## config.mk

```make
export PLATFORM = sky130hd
export DESIGN_NAME = mem_arbiter
export DESIGN_NICKNAME = d
export VERILOG_FILES = /design/src/rtl/cpu_pkg.sv /design/src/rtl/arb_starve_ctr.sv /design/src/rtl/mem_arbiter.sv
export SDC_FILE = /design/constraint.sdc
export NUM_CORES = 1
export LEC_CHECK = 0
export ABC_AREA = 1
export CELL_PAD_IN_SITES_DETAIL_PLACEMENT = 0
export CELL_PAD_IN_SITES_GLOBAL_PLACEMENT = 1
export CORE_ASPECT_RATIO = 2
export CORE_UTILIZATION = 26
export CTS_CLUSTER_SIZE = 25
export DETAILED_ROUTE_END_ITERATION = 10
export PLACE_DENSITY = 0.72
export REMOVE_ABC_BUFFERS = 1
export SLEW_MARGIN = 10
export SYNTH_ARGS = -nofsm -noshare
export SYNTH_HDL_FRONTEND = slang
export SYNTH_SLANG_ARGS = --single-unit
```

## constraint.sdc

```tcl
create_clock -name clk -period 1.5 [get_ports clk]
set_clock_uncertainty 0.1 [all_clocks]
set_input_delay 0.3 -clock clk [delete_from_list [all_inputs] [get_ports clk]]
set_output_delay 0.3 -clock clk [all_outputs]
set_load 0.01 [all_outputs]
```

## src/rtl/cpu_pkg.sv

```systemverilog
// Shared types and constants for the core's memory arbitration logic.
package cpu_pkg;

  typedef enum logic [1:0] {
    ARB_IDLE,
    ARB_BUSY_I,
    ARB_BUSY_D,
    ARB_RESP
  } arb_state_t;

  typedef enum logic {
    OWN_IF,
    OWN_D
  } owner_t;

  // Read data returned to the owner of a transaction that timed out.
  localparam logic [31:0] ERR_RDATA = 32'h0;

  // Instruction fetches always read a full word.
  localparam logic [3:0]  FETCH_BE  = 4'hF;

endpackage

```

## src/rtl/arb_starve_ctr.sv

```systemverilog
// Saturating counter of consecutive data grants made while a fetch waits.
// at_limit tells the arbiter that the fetch port must win the next grant.
module arb_starve_ctr #(
  parameter int STARVE_LIMIT = 4
) (
  input  logic clk,
  input  logic reset,
  input  logic inc,
  input  logic clr,
  output logic at_limit
);

  localparam int CNT_W = (STARVE_LIMIT > 0) ? $clog2(STARVE_LIMIT + 1) : 1;
  localparam logic [CNT_W-1:0] LIMIT = CNT_W'(STARVE_LIMIT);

  logic [CNT_W-1:0] cnt;

  assign at_limit = (cnt == LIMIT);

  // Count data grants that bypass a waiting fetch; clear wins over increment.
  always_ff @(posedge clk) begin
    if (!reset) begin
      cnt <= '0;
    end else if (clr) begin
      cnt <= '0;
    end else if (inc && !at_limit) begin
      cnt <= cnt + CNT_W'(1);
    end
  end

endmodule

```

## src/rtl/mem_arbiter.sv

```systemverilog
// Arbiter sharing one single-port memory between instruction fetch and
// load/store. Data accesses have priority; a starvation counter forces a
// fetch grant after STARVE_LIMIT consecutive data grants. A BUSY phase that
// sees no mem_ready for TIMEOUT_CYCLES cycles is aborted with bus_err.
module mem_arbiter
  import cpu_pkg::*;
#(
  parameter int STARVE_LIMIT   = 4,
  parameter int TIMEOUT_CYCLES = 64
) (
  input  logic        clk,
  input  logic        reset,
  // instruction fetch port
  input  logic        if_req,
  input  logic [31:0] if_addr,
  output logic [31:0] if_rdata,
  output logic        if_ack,
  // load/store port
  input  logic        d_req,
  input  logic        d_we,
  input  logic [31:0] d_addr,
  input  logic [31:0] d_wdata,
  input  logic [3:0]  d_be,
  output logic [31:0] d_rdata,
  output logic        d_ack,
  // status
  output logic        bus_err,
  output logic        stall,
  // memory bus
  output logic        mem_req,
  output logic        mem_we,
  output logic [31:0] mem_addr,
  output logic [31:0] mem_wdata,
  output logic [3:0]  mem_be,
  input  logic        mem_ready,
  input  logic [31:0] mem_rdata
);

  localparam int TO_W = (TIMEOUT_CYCLES > 1) ? $clog2(TIMEOUT_CYCLES) : 1;
  localparam logic [TO_W-1:0] TO_LAST = TO_W'(TIMEOUT_CYCLES - 1);

  arb_state_t      state;
  arb_state_t      next_state;
  owner_t          owner;
  logic            err_flag;
  logic [TO_W-1:0] tcnt;

  logic            grant_if;
  logic            grant_d;
  logic            timeout_hit;
  logic            starve_at_limit;

  // Fetch is starved while data keeps winning; the counter decides when
  // fetch must be forced through.
  arb_starve_ctr #(
    .STARVE_LIMIT(STARVE_LIMIT)
  ) u_starve (
    .clk      (clk),
    .reset    (reset),
    .inc      (grant_d & if_req),
    .clr      (grant_if),
    .at_limit (starve_at_limit)
  );

  // The stall depends only on held requests and this cycle's ack.
  assign stall = (if_req & ~if_ack) | (d_req & ~d_ack);

  // State register.
  always_ff @(posedge clk) begin
    if (!reset) begin
      state <= ARB_IDLE;
    end else begin
      state <= next_state;
    end
  end

  // Next-state decode, grant selection and state-derived outputs.
  always_comb begin
    next_state  = state;
    grant_if    = 1'b0;
    grant_d     = 1'b0;
    timeout_hit = 1'b0;
    mem_req     = 1'b0;
    if_ack      = 1'b0;
    d_ack       = 1'b0;
    bus_err     = 1'b0;
    case (state)
      ARB_IDLE: begin
        if (if_req && (!d_req || starve_at_limit)) begin
          grant_if   = 1'b1;
          next_state = ARB_BUSY_I;
        end else if (d_req) begin
          grant_d    = 1'b1;
          next_state = ARB_BUSY_D;
        end
      end
      ARB_BUSY_I, ARB_BUSY_D: begin
        mem_req = 1'b1;
        if (mem_ready) begin
          next_state = ARB_RESP;
        end else if (tcnt == TO_LAST) begin
          timeout_hit = 1'b1;
          next_state  = ARB_RESP;
        end
      end
      ARB_RESP: begin
        if_ack     = (owner == OWN_IF);
        d_ack      = (owner == OWN_D);
        bus_err    = err_flag;
        next_state = ARB_IDLE;
      end
      default: begin
        next_state = ARB_IDLE;
      end
    endcase
  end

  // Latch the winner's request into the memory bus registers at grant time;
  // the fields stay stable for the whole BUSY phase.
  always_ff @(posedge clk) begin
    if (!reset) begin
      owner     <= OWN_IF;
      mem_we    <= 1'b0;
      mem_addr  <= '0;
      mem_wdata <= '0;
      mem_be    <= '0;
    end else if (grant_if) begin
      owner     <= OWN_IF;
      mem_we    <= 1'b0;
      mem_addr  <= if_addr;
      mem_wdata <= '0;
      mem_be    <= FETCH_BE;
    end else if (grant_d) begin
      owner     <= OWN_D;
      mem_we    <= d_we;
      mem_addr  <= d_addr;
      mem_wdata <= d_wdata;
      mem_be    <= d_be;
    end
  end

  // Timeout counting and error flag: restarted on every grant, advanced on
  // each BUSY cycle that goes without mem_ready.
  always_ff @(posedge clk) begin
    if (!reset) begin
      tcnt     <= '0;
      err_flag <= 1'b0;
    end else if (grant_if || grant_d) begin
      tcnt     <= '0;
      err_flag <= 1'b0;
    end else if (mem_req && !mem_ready) begin
      if (timeout_hit) begin
        err_flag <= 1'b1;
      end else begin
        tcnt <= tcnt + TO_W'(1);
      end
    end
  end

  // Capture read data for the owner on completion; stores and timeouts
  // return zero. Values hold between acks.
  always_ff @(posedge clk) begin
    if (!reset) begin
      if_rdata <= '0;
      d_rdata  <= '0;
    end else if (mem_req && (mem_ready || timeout_hit)) begin
      if (owner == OWN_IF) begin
        if_rdata <= mem_ready ? mem_rdata : ERR_RDATA;
      end else begin
        d_rdata  <= (mem_ready && !mem_we) ? mem_rdata : ERR_RDATA;
      end
    end
  end

endmodule

```

# Yosys cells after proc, flatten, opt, wreduce, memory -nomap -nowiden
# Cells that the tools add are included.
# W data, S select, Z words.
# classes
mux	23
n_bitwise	9
addsub	2
n_reduce_logical	22
n_eq_ne	7
# ops
operator	n
$mux W32	4
$mux W1	12
$reduce_and A2 Y1	5
$mux W2	4
$mux W4	2
$add A6 B1 Y6 const B	1
$eq A6 B6 Y1 const B	1
$ne A3 B3 Y1 const B	2
$pmux W2 S3	1
$reduce_or A2 Y1	3
$logic_and A1 B1 Y1	5
$not A1 Y1	5
$eq A2 B2 Y1 const B	2
$logic_not A1 Y1	4
$add A3 B1 Y3 const B	1
$and A1 B1 Y1	3
$eq A3 B3 Y1 const B	1
$logic_or A1 B1 Y1	3
$eq A2 B1 Y1 const B	1
$logic_not A2 Y1	1
$reduce_bool A2 Y1	1
$or A1 B1 Y1	1
# word_totals
output_inout_bits	138
regBits	146
in_bits	138

# Longest topological paths before layout
# depth
ltp_word	7
mapped_depth	10

# By module
# A second synthesis with hierarchy kept.
# hier_totals
hier_cells	1043
hier_area_um2	6750.2
# by_module_without_submodules
module	instances	cells_per_inst	seq_area_each_um2	area_per_inst_um2
mem_arbiter	1	1015	2862.7	6571.3
arb_starve_ctr	1	28	60.1	178.9

# Worst setup path after synthesis
# Ideal clock, no wire load.
# synth_timing
kind	flip-flop to flip-flop
startpoint	reg state[0]
endpoint	reg state[0]
setup_time_ps	113
stages_incl_launch_ff	10
required_ps	1287
period_less_slack_ps	1696
t_arrival_ps	1483
setup_slack_ps	-196
path_buffers	0
path_cell_list	dfxtp_1 -> inv_1 -> ha_1 -> inv_1 -> nor2_2 -> nand2_1 -> nand2_1 -> nand2_1 -> nand2_1 -> nor2_1
# synth_between
elab_chain_len	4
elab_cells_between_ends	9
cone_classes	eq/ne (5); mux (1); reduce/logical (3)
# synth_rtl
item	line_no	rtl
from (decl)	mem_arbiter.sv:42	arb_state_t state;
from (signal assigned)	mem_arbiter.sv:73	state <= next_state;
$eq A2 B1 Y1 or $eq A2 B2 Y1 (tied branches)	mem_arbiter.sv:87	case (state)
$reduce_or A2 Y1	mem_arbiter.sv:87	
$ne A3 B3 Y1 (no line)	-	
$reduce_and A2 Y1 (no line)	-	
# Several ways; a longest one is shown, not always the timed one.
# A chain may end at the register's enable or synchronous reset.

# Final worst setup path
# layout_timing
startpoint	reg state[1]
endpoint	out stall
# layout_between
elab_chain_len	5
elab_cells_between_ends	8
cone_classes	eq/ne (1); mux (2); bitwise (5)
# layout_rtl
item	line_no	rtl
$eq A2 B2 Y1 (*)	mem_arbiter.sv:87	
$mux W1	mem_arbiter.sv:87	
$not A1 Y1	mem_arbiter.sv:66	assign stall = (if_req & ~if_ack) | (d_req & ~d_ack);
$and A1 B1 Y1	mem_arbiter.sv:66	
$or A1 B1 Y1 (*)	mem_arbiter.sv:66	
to (decl)	mem_arbiter.sv:28	output logic stall,
# Every way passes the cells marked *; elsewhere a longest branch is shown, timed or not.

==> metrics.md <==
| Metric | Value |
|---|---|
| Actual slew at the worst max-slew pin | `about 0.26 ns` |
| Setup Crit Path Kind | `flip-flop to output port` |
| R2R Path End | `if_rdata[23]` |
| Drt first pass iters | `4` |
| Post-synth EDFFs | `0` |
| Max Slew Vio Count | `0` |
| Hold wc startpoint | `reset` |
| Routed WL per cell | `approximately 14 um` |
| Non-Filler Cell Area, Final | `0.0125 mm2` |
| Internal power | `12.7 mW` |
| Min setup slack post-route | `-0.238 ns` |
| Worst hold path type | `primary input to flip-flop` |
| Die Ht | `between 200 and 250 um` |
| # IOs | `276` |
| GR Overflow Total | `0` |
| F_max | `~580 MHz` |
| Largest area contributor in the netlist | `dfxtp_1` |
| # rows | `82` |
| Final setup vio count | `143` |
| CTS Root Cell | `clkbuf_16` |
| # port buffers | `275` |
| TritonCTS buffer count | `17` |
| Comb power frac | `50.5%` |
| Synth area leaders | `dfxtp_1 (44%), nand2_1 (17%), nor2_1 (13%), inv_1 (10%), o211ai_1 (3.6%)` |
| Crit. End Element | `output port` |
| Synth Instances | `1027` |
| Placer congestion estimate | `0.763` |
| Critical Path AT | `1.34 ns` |
| Reg2Reg Launch Point | `state[1]` |
| Slew headroom | `approximately 82%` |
| NetSw | `7.37 mW` |
| Mean Syn Cell Area | `around 6.5 um2` |
| Synth cell types | `26` |
| Drt first-iter violations | `229` |
| Tcrit/Tclk final | `116%` |
| Number of global-route vias before repair | `7101` |
| Synth top cells by count | `nand2_1 (297), nor2_1 (225), inv_1 (186)` |
| Initial Utilization | `26.5%` |
| Critical Path Start Type | `flip-flop` |
| Top_reg_cell synth | `dfxtp_1` |
| Placed inst area | `about 0.01 mm2` |
| Status | `finished, violations left` |
| Die area | `roughly 0.026 mm2` |
| Hold Buf Count CTS | `0` |
| Worst vdd ir | `between 0.8 and 0.9 mV` |
| Core box area | `0.0251 mm2` |
| Setup TNS | `-19.56 ns` |
| R2R setup slack | `-0.23 ns` |
| Post-synth top area share | `43.9%` |
| CTS sink cnt | `approximately 150` |
| Antenna violations before repair | `1` |
| DR vias/cell | `approximately 4.2` |
| Pin count of the biggest net entering global routing | `48` |
| R2r worst-path depth | `10` |
| Most common cell in the netlist | `nand2_1` |
| Overall global routing resource usage | `about a fifth` |
| Clock power share | `22.3%` |
| Maximum root-to-sink buffer count | `2` |
| Latest clock arrival within the worst-skew pair | `0.44 ns` |
| Yosys warning total | `0` |
| Sw Share | `36.7%` |
| Max-Cap Viols | `0` |
| Pwr dens | `about 1600 mW/mm2` |
| Syn-to-layout area delta | `87.1%` |
| Vias | `7190` |
| Final-layout fill cell count | `2515` |
| Sequential cell fraction of total power | `27.1%` |
| Worst-path clk slew | `0.06 ns` |
| Register area share after synthesis | `43.9%` |
| H-Tree Level Count | `4` |
| Leak | `6.20 nW` |
| CTS tree | `done` |
| Fin nets | `~1500` |
| Final hold slack | `0.204 ns` |
| First-pass GRT wire length | `~37000 um` |
| WP data required | `1.10 ns` |
| Drt total wl | `24600 um` |
| DP Wirelength | `15700 um` |
| Final Hold Fails | `0` |
| Flop and latch count out of synthesis | `146` |
| Share of cells above drive strength 1 | `27.6%` |
| Final min period | `1.74 ns` |
| CP max FO | `3` |
| Synth async-reset ratio | `0%` |
| Failing checks | `negative setup slack` |
| Hold depth | `4` |
| WHS Endpoint | `if_rdata[21]` |
| RSZ-0062 raised after global routing | `yes` |
| Antenna Nets Post-Route | `0` |
| Synth Cell Area | `0.00666 mm2` |
| # DRC | `0` |
| Die Wd | `115 um` |
-- worst max path at each step --
stage               cells after the start  slack, ns       startpoint              end
finish                                  5      -0.24         state[1]            stall
global route                           10      -0.31         state[1]      if_rdata[5]
CTS                                     5      -0.27         state[0]            stall
detailed placement                      4      -0.58            d_req            stall
global placement                        4      -0.50            d_req            stall
floorplan                               9      -1.35  u_starve.cnt[0]  u_starve.cnt[2]
-- sequential cells by signal (all words and copies together) (netlist names) --
signal and flops:
d_rdata 32, if_rdata 32, mem_addr 32, mem_wdata 32, tcnt 6, mem_be 4, u_starve.cnt 3, state 2
err_flag 1, mem_we 1, owner 1
-- per-layer routing --
metal  track usage, %  vias to the layer above  share of wire (%)
li1                 -                     3745                  -
met1             17.3                     3247                 35
met2             37.6                      170                 59
met3             4.43                       28                4.2
met4             7.43                        0                1.9
met5                0                        -                  0
-- worst max-delay path: stages, from the launching register on --
cell and delay (ns):
dfxtp_2 0.36, ha_4 0.17, inv_4 0.04, o21ai_2 0.13, o21ai_2 0.07, buf_6 0.13
-- cell usage in the layout (no fill, tap or decap), drive strengths merged, types with 5 or more instances in the layout --
cell type,n
clkdlybuf4s15,67
ha,5
clkdlybuf4s50,134
a21oi,6
nor2,228
nand2,298
clkbuf,47
nand4,13
clkinv,9
o21ai,45
dlygate4sd2,43
inv,187
buf,112
dfxtp,146
nand3,7
o211ai,32
-- through the flow --
stage	worst slack [ns]	std cells	power (mW)	utilization (%)
after global placement	-0.500	1643	12.5	40.4
after detailed placement	-0.580	1643	12.6	40.4
after CTS	-0.271	1718	18.7	46.9
final	-0.238	1726	20.1	49.6
after global routing	-0.306	1725	21.4	49.6
after floorplan	-1.35	973	8.57	-
-- final cells by class --
class | count | area, um2 | share of cell area [%]
Antenna cell | 1 | 2.50 | 0.0201
Clock inverter | 13 | 158 | 1.27
Multi-Input combinational cell | 640 | 3610 | 29.0
Sequential cell | 146 | 2940 | 23.6
Inverter | 187 | 734 | 5.89
Tap cell | 336 | 420 | 3.37
Timing Repair Buffer | 384 | 4150 | 33.3
Clock buffer | 19 | 453 | 3.64
-- timing repair --
item                       4_1_cts  5_1_grt
pin swaps                       36       57
resized for setup              358      271
cloned                          17        6
setup endpoints to repair      281      202
buffers inserted                27        7
-- kinds of logic (layout without fill, tap and decap cells) --
logic type                 count (synthesis)  count (layout)  share of synthesized area, %
buffers and inverters                    241             603                          14.9
xor gates and xnor gates                   2               2                         0.263
adders and majority gates                  5               5                         0.939
and+or+nand+nor                          548             548                          32.1
AOI/OAI and AO/OA                         85              85                          7.83
other                                      0               1                             0
DFF                                      146             146                          43.9
-- power by group through the flow --
stage               clock (mW)  combinational (mW)  sequential [mW]
finish                    4.49                10.2             5.45
global route              4.78                11.0             5.58
CTS                       4.66                8.75             5.34
detailed placement           0                7.18             5.40
global placement             0                7.15             5.38
floorplan                    0                2.75             5.82
No activity file was read; power rests on OpenSTA's default activity.
